### config.mk
export PLATFORM = sky130hd
export DESIGN_NAME = sonic_eth_loopback_lc_merger_skid_adapter
export DESIGN_NICKNAME = d
export VERILOG_FILES = /design/src/rtl/sonic_lc_adapter_pkg.sv /design/src/rtl/sonic_lc_drop_stats.sv /design/src/rtl/sonic_eth_loopback_lc_merger_skid_adapter.sv
export SDC_FILE = /design/constraint.sdc
export NUM_CORES = 1
export LEC_CHECK = 0
export CORE_AREA = 2 2 228 230
export CTS_CLUSTER_DIAMETER = 100
export CTS_CLUSTER_SIZE = 8
export DETAILED_ROUTE_END_ITERATION = 6
export DIE_AREA = 0 0 230 232
export PLACE_DENSITY_LB_ADDON = 0.2
export SYNTH_ARGS = -nofsm -noshare
export SYNTH_HDL_FRONTEND = slang
export SYNTH_SLANG_ARGS = --single-unit
### constraint.sdc
create_clock -name clk -period 4.2 [get_ports clk]
set_input_delay 0.84 -clock clk [delete_from_list [all_inputs] [get_ports clk]]
set_output_delay 0.84 -clock clk [all_outputs]
set_load 0.02 [all_outputs]
### src/rtl/sonic_lc_adapter_pkg.sv
// Shared constants and payload type for the loopback LC merger skid adapter.
package sonic_lc_adapter_pkg;

  localparam int unsigned DATA_W_DEF = 72;
  localparam int unsigned DEPTH_DEF  = 8;
  localparam int unsigned STATS_W    = 16;

  typedef logic [DATA_W_DEF-1:0] payload_t;

endpackage

### src/rtl/sonic_lc_drop_stats.sv
// Sticky overflow flag and saturating dropped-beat counter.
module sonic_lc_drop_stats
  import sonic_lc_adapter_pkg::*;
#(
  parameter int unsigned W = STATS_W
) (
  input  logic         clk,
  input  logic         reset_n,
  input  logic         drop,
  input  logic         clear,
  output logic         overflow,
  output logic [W-1:0] drop_count
);

  // Clear wins over accumulation but still records a drop in the same cycle.
  always_ff @(posedge clk or negedge reset_n) begin
    if (!reset_n) begin
      overflow   <= 1'b0;
      drop_count <= '0;
    end else if (clear) begin
      overflow   <= drop;
      drop_count <= W'(drop);
    end else if (drop) begin
      overflow <= 1'b1;
      if (drop_count != {W{1'b1}}) drop_count <= drop_count + W'(1);
    end
  end

endmodule

### src/rtl/sonic_eth_loopback_lc_merger_skid_adapter.sv
// Show-ahead skid buffer between a non-stallable upstream and a ready/valid
// downstream; beats arriving while full with no pop are dropped and counted.
// Optional statistics: define SONIC_LC_MERGER_STATS_EN to enable drop_count
// and clear_stats (overflow is always present, reset-cleared otherwise).
module sonic_eth_loopback_lc_merger_skid_adapter
  import sonic_lc_adapter_pkg::*;
#(
  parameter int unsigned DATA_W   = DATA_W_DEF,
  parameter int unsigned DEPTH    = DEPTH_DEF,
  parameter int unsigned AFULL_TH = 6
) (
  input  logic               clk,
  input  logic               reset_n,
  input  logic [DATA_W-1:0]  in_data,
  input  logic               in_valid,
  output logic [DATA_W-1:0]  out_data,
  output logic               out_valid,
  input  logic               out_ready,
  output logic               almost_full,
  output logic               overflow,
  output logic [STATS_W-1:0] drop_count,
  input  logic               clear_stats
);

  localparam int unsigned AW = $clog2(DEPTH);
  localparam int unsigned PW = AW + 1;

  logic [PW-1:0]     wr_ptr;
  logic [PW-1:0]     rd_ptr;
  logic [DATA_W-1:0] mem [DEPTH];

  logic          empty;
  logic          full;
  logic          push;
  logic          pop;
  logic          drop;
  logic [PW-1:0] count;
  logic [PW-1:0] count_next;

  // Occupancy decode and handshake qualification.
  always_comb begin
    empty      = (wr_ptr == rd_ptr);
    full       = (wr_ptr[AW] != rd_ptr[AW]) && (wr_ptr[AW-1:0] == rd_ptr[AW-1:0]);
    pop        = !empty && out_ready;
    push       = in_valid && (!full || pop);
    drop       = in_valid && full && !pop;
    count      = wr_ptr - rd_ptr;
    count_next = count + PW'(push) - PW'(pop);
  end

  assign out_valid = !empty;
  assign out_data  = mem[rd_ptr[AW-1:0]];

  // Pointer and almost_full registers; pointers wrap modulo 2*DEPTH.
  always_ff @(posedge clk or negedge reset_n) begin
    if (!reset_n) begin
      wr_ptr      <= '0;
      rd_ptr      <= '0;
      almost_full <= 1'b0;
    end else begin
      if (push) wr_ptr <= wr_ptr + PW'(1);
      if (pop)  rd_ptr <= rd_ptr + PW'(1);
      almost_full <= (32'(count_next) >= AFULL_TH);
    end
  end

  // Storage array, cleared on reset so no stale payload is ever visible.
  always_ff @(posedge clk or negedge reset_n) begin
    if (!reset_n) begin
      for (int i = 0; i < int'(DEPTH); i++) mem[i] <= '0;
    end else if (push) begin
      mem[wr_ptr[AW-1:0]] <= in_data;
    end
  end

`ifdef SONIC_LC_MERGER_STATS_EN
  sonic_lc_drop_stats #(.W(STATS_W)) u_drop_stats (
    .clk        (clk),
    .reset_n    (reset_n),
    .drop       (drop),
    .clear      (clear_stats),
    .overflow   (overflow),
    .drop_count (drop_count)
  );
`else
  logic ovf_q;
  logic unused_clear_stats;

  // Sticky overflow only; cleared exclusively by reset.
  always_ff @(posedge clk or negedge reset_n) begin
    if (!reset_n) ovf_q <= 1'b0;
    else if (drop) ovf_q <= 1'b1;
  end

  assign overflow           = ovf_q;
  assign drop_count         = '0;
  assign unused_clear_stats = clear_stats;
`endif

endmodule

==> Word-level counts from Yosys, hierarchy flattened <==
Index checks and enable logic that the tools add are counted.
{ "word_totals": {"wordCells": 42, "ff_bits": 586} }
{ "op_classes": {"n_eq_ne": 3, "bitwise_logic": 2, "reduce_logical": 10, "add_sub_neg": 5, "order_cmp": 4, "mux": 6} }
{ "op_table": {"columns": ["operator", "count"], "rows": [
  ["576-bit bitwise mux", 1],
  ["72-bit binary-select mux with 3-bit select", 1],
  ["72-bit demux with 3-bit select", 1],
  ["72-bit two-way mux", 3],
  ["4-bit by 1-bit adder with 4-bit output, second input constant", 2],
  ["4-bit >= comparator, second input constant", 2],
  ["3-bit inverter with 4-bit output", 2],
  ["1-bit logical AND", 6],
  ["4-bit by 1-bit adder with 4-bit output", 1],
  ["4-bit equality test", 1],
  ["4-bit by 3-bit >= comparator with 1-bit output, second input constant", 1],
  ["4-bit by 1-bit less-than comparator with 1-bit output, second input constant", 1],
  ["4-bit by 1-bit subtractor with 4-bit output", 1],
  ["4-bit subtractor", 1],
  ["3-bit equality test", 1],
  ["1-bit logical NOT", 3],
  ["1-bit logical OR", 1],
  ["1-bit != test", 1]
]} }

==> Logic depth before layout (Yosys ltp) <==
{ "depth": {"word_depth": 8, "depth_mapped": 14, "ltp_nobuf": 14} }

==> Least setup slack after synthesis <==
No wires, ideal clock.
{ "synth_timing": {"kind": "register to register", "from": "register rd_ptr[0]", "to": "register almost_full", "period_less_slack_ns": 3.500, "t_required_ns": 4.072, "stages_incl_launch_ff": 14, "setup_slack_ns": 0.700, "arrival_ns": 3.372, "path_cell_list": "dfrtp_1 clkbuf_1 buf_1 buf_2 inv_1 fa_1 fa_1 ha_1 inv_1 fa_1 xnor2_1 xnor2_1 xnor2_1 o21ai_0"} }
{ "synth_via": {"elab_chain_len": 8, "elab_cells_between_ends": 12, "classes_between": "add/sub (3); order compare (1); eq/ne (2); reduce/logical (6)"} }
{ "synth_rtl": {"columns": ["item", "line", "text"], "rows": [
  ["from (decl)", "sonic_eth_loopback_lc_merger_skid_adapter.sv:29", "logic [PW-1:0] rd_ptr;"],
  ["from (signal assigned)", "sonic_eth_loopback_lc_merger_skid_adapter.sv:62", "if (pop) rd_ptr <= rd_ptr + PW'(1);"],
  ["4-bit equality test or 3-bit equality test (tied branches)", "sonic_eth_loopback_lc_merger_skid_adapter.sv:42, sonic_eth_loopback_lc_merger_skid_adapter.sv:43", null],
  ["1-bit logical NOT or 1-bit logical AND (tied branches)", "sonic_eth_loopback_lc_merger_skid_adapter.sv:44, sonic_eth_loopback_lc_merger_skid_adapter.sv:43", null],
  ["1-bit logical AND or 1-bit logical NOT (tied branches)", "sonic_eth_loopback_lc_merger_skid_adapter.sv:44, sonic_eth_loopback_lc_merger_skid_adapter.sv:45", null],
  ["1-bit logical OR", "sonic_eth_loopback_lc_merger_skid_adapter.sv:45", "push = in_valid && (!full || pop);"],
  ["1-bit logical AND", "sonic_eth_loopback_lc_merger_skid_adapter.sv:45", null],
  ["4-bit by 1-bit adder with 4-bit output", "sonic_eth_loopback_lc_merger_skid_adapter.sv:48", "count_next = count + PW'(push) - PW'(pop);"],
  ["4-bit by 1-bit subtractor with 4-bit output *", "sonic_eth_loopback_lc_merger_skid_adapter.sv:48", null],
  ["4-bit by 3-bit >= comparator with 1-bit output *", "sonic_eth_loopback_lc_merger_skid_adapter.sv:63", "almost_full <= (32'(count_next) >= AFULL_TH);"],
  ["to (signal assigned)", "sonic_eth_loopback_lc_merger_skid_adapter.sv:63", null],
  ["to (decl)", "sonic_eth_loopback_lc_merger_skid_adapter.sv:19", "output logic almost_full,"]
]} }
Every way passes the cells marked *; elsewhere a longest branch is shown, timed or not.
A chain may end at the register's enable or synchronous reset.

==> Worst setup path after layout <==
{ "layout_timing": {"from": "register rd_ptr[0]", "to": "output out_data[61]"} }
{ "layout_via": {"elab_chain_len": 4} }
{ "layout_rtl": {"columns": ["item", "line", "text"], "rows": [
  ["3-bit inverter with 4-bit output (not written as such)", "sonic_eth_loopback_lc_merger_skid_adapter.sv:52", "assign out_data = mem[rd_ptr[AW-1:0]];"],
  ["72-bit binary-select mux with 3-bit select", "sonic_eth_loopback_lc_merger_skid_adapter.sv:52", null],
  ["72-bit two-way mux (not written as such) (2 in series)", "sonic_eth_loopback_lc_merger_skid_adapter.sv:52", null],
  ["to (decl)", "sonic_eth_loopback_lc_merger_skid_adapter.sv:16", "output logic [DATA_W-1:0] out_data,"]
]} }
No other way between the ends. The select of a mux whose other input is x is not followed.

==> metrics.yaml <==
synthesis:
  yosysSeqAreaShare_pct: 55.1
  netlist_instances: 1553
  netlist.area_leader.share_pct: 55.1
  synth.avg_cell_area_um2: 17.1
  asyncSetResetFlopFracSynth_pct: 100
  synth_edf_count: 0
  most_common_flop_cell_mapped_by_yosys: "sky130_fd_sc_hd__dfrtp_1"
  ys_top_cells_by_area: "sky130_fd_sc_hd__dfrtp_1 (55%), sky130_fd_sc_hd__mux2_2 (25%), sky130_fd_sc_hd__mux4_2 (12%)"
  yosys_warnings: 0
  synth_top_area_cell: "sky130_fd_sc_hd__dfrtp_1"
  synth.lib_cells_used.distinct: 33
  yosys_register_bits: 586
  synth.cell_area_mm2: 0.0266
worst_setup_path:
  end_kind: "output pin"
  critical_path_peak_fanout: 68
  rr_worst_depth: 13
  crit_path_max_incr_delay_ns: 0.60
  crit_slowest_cell: "sky130_fd_sc_hd__clkdlybuf4s50_1"
  critPathArrivalTime_ns: 3.10
  timing.critical_path.depth: 4
  type_of_the_setup_path_with_the_least_slack: "register to output pin"
  critical_path.startpoint_type: "register"
  ordered_list_of_cells_on_the_worst_path: "buf_12 > mux4_2 > mux2_2 > clkdlybuf4s50_1"
  cp_top_family: "buffers and inverters"
  critical_path_buf_inv_count: 2
  critical_path_required_ns: 3.36
global_routing:
  wire_length_of_the_first_global_routing_pass_um: 92000
  number_of_antenna_violations_at_the_first_check_in_global_routing: 4
  grt_usage_pct: 22.4
  grt_pass1_vias: 15800
  grt_max_degree: 88
  globalRoute.totalOverflow: 0
placement:
  place.port_buffers: 150
  place.detailed.instances: 2319
  place_ws_ns: 0.388
  dpl.hpwl_um: 32000
  routabilityCongestion: 0.761
route:
  drt_iter0_drc: 635
  route.detailed.wl_per_inst_um: 23.7
  num_vias: 14100
  route.detailed.drc: 0
  wl_um: 57100
  detail_route.vias_per_cell: 5.84
  drt_first_pass_iters: 4
  drtAntennaViolNets: 0
sta:
  grt_setup_unrepaired: "no"
  final-setup-viol-count: 0
  hold_viol_final: 0
  minimum_setup_slack_in_the_final_design_ns: 0.256
  timing.final.crit_period_ns: 3.94
  finClkSkew_ns: 0.0218
  max_slew.worst_pin.slew_ns: 1.02
  setup_tns_ns: 0
  timing.max_slew.rel_slack_pct: 31.2
  final_min_period_over_clock_period_pct: 93.9
  timing.final.max_slew_violations: 0
  fmax_mhz: 254
cts:
  cts_buffer_depth: 3
  cts.root.buffer_cell: "sky130_fd_sc_hd__clkbuf_16"
  cts.htree.levels: 3
  cts_hold_buffers: 0
  clock_insertion_delay_at_the_later_pin_of_the_skew_report_ns: 0.60
  cts_tree: "yes"
  post_cts.resized_instances: 0
  cts_post_setup_buffers_inserted: 0
  numCtsBuffers: 83
  numClockSinks: 586
  cts.clk_slew.worst_paths_ns: 0.05
die:
  io_pins: 168
  fp.dieH_um: 232
  fp.dieArea_mm2: 0.0534
  floorplan.rows: 83
  die_wd_um: 230
  core_area_mm2: 0.0509
  effective_utilization_at_floorplan_pct: 52.3
pwr:
  power.density_cell_area_mw_per_mm2: 918
  total_power_after_layout_mw: 28.7
  max-vdd-ir-drop_mv: 0.424
  total_leakage_power_nw: 13.2
finish:
  areaGrowthSynthToFinish_pct: 17.4
  final_cells: 2412
  final_cell_mix: "sky130_fd_sc_hd__dfrtp_1 (583), sky130_fd_sc_hd__mux2_2 (580), sky130_fd_sc_hd__clkdlybuf4s50_1 (149)"
  final_core_utilization_pct: 61.4
  nNetsFinal: 1809
  layout-drive-gt1-share_pct: 54.1
  mostFrequentLayoutCell: "sky130_fd_sc_hd__dfrtp_1"
  layout.filler_cells: 3772
outcome:
  outcome: "completed"
worst_hold_path:
  timing.hold.worst.class: "input pin to async pin"
flow_run:
  maxCapViolations: 0
## power by group
part	total [mW]	switching (mW)	internal (mW)
sequential	10.0	1.45	8.56
combinational	12.8	5.20	7.60
clock	5.86	2.25	3.60
total	28.7	8.91	19.8
## per-layer routing
layer  wire [um]  track usage, %
met5          37               0
met2       26900            35.3
met1       26500            31.7
met4        1180            6.96
met3        2380            4.35
## synth_stat cells (all sizes together), types with 2 or more instances
cell type  instances
xnor2             11
dfrtp            586
buf               85
mux2             650
mux4             144
nand2              3
and3               2
fa                 3
clkbuf            35
inv                7
ha                 5
nand3              5
## logic make-up (layout without fill, tap and decap cells)
kind of cell	Yosys count	after routing	share of synthesized area (%)
muxes	794	794	40.7
DFF	586	586	55.1
buffers and inverters	128	290	2.70
and+or+nand+nor	22	22	0.578
xor gates and xnor gates	12	12	0.395
adders and majority gates	8	8	0.461
AOI/OAI and AO/OA	2	2	0.0470
other	1	18	0.0141
## worst register-to-register path, delay by kind of cell, from the launching register on
family	cells	cell delay, ns
AO/OA/AOI/OAI	1	0.11
buffers and inverters	2	0.38
flip-flops	1	0.45
XOR/XNOR	3	0.50
AND/OR/NAND/NOR	2	0.34
adder cells (fa/ha/maj)	5	1.93
## path summary, 6_finish.rpt
| check | startpoint | to | slack [ns] |
|---|---|---|---|
| worst max-delay path | rd_ptr[0] | out_data[61] | 0.26 |
| min in group clk | overflow | overflow | 0.46 |
| max in group asynchronous | reset_n | mem[238] | 2.89 |
| worst min register to register | overflow | overflow | 0.46 |
| worst min-delay path | reset_n | mem[456] | 0.26 |
| worst max register to register | wr_ptr[2] | almost_full | 0.38 |
## layout make-up
class | count | area [um^2] | area share, %
Antenna cell | 2 | 5.00 | 0.0160
Clock buffer | 89 | 2180 | 7.00
Clock inverter | 2 | 17.5 | 0.0561
Inverter | 8 | 30.0 | 0.0962
Multi-Input combinational cell | 854 | 11300 | 36.3
Sequential cell | 586 | 14700 | 47.0
Tap cell | 680 | 851 | 2.72
Timing Repair Buffer | 191 | 2140 | 6.85
## metrics by stage
step	instance area (um^2)	hold slack, ns
final	31200	0.263
after global routing	31200	0.301
after CTS	31200	0.281
after detailed placement	29000	0.451
after global placement	29000	0.440
after floorplan	26700	0.462
## sequential cells by signal, indices dropped and copies added, names as in the netlist
| signal | flops |
|---|---|
| almost_full | 1 |
| mem | 576 |
| overflow | 1 |
| rd_ptr | 4 |
| wr_ptr | 4 |
(Power assumes the default switching activity.)
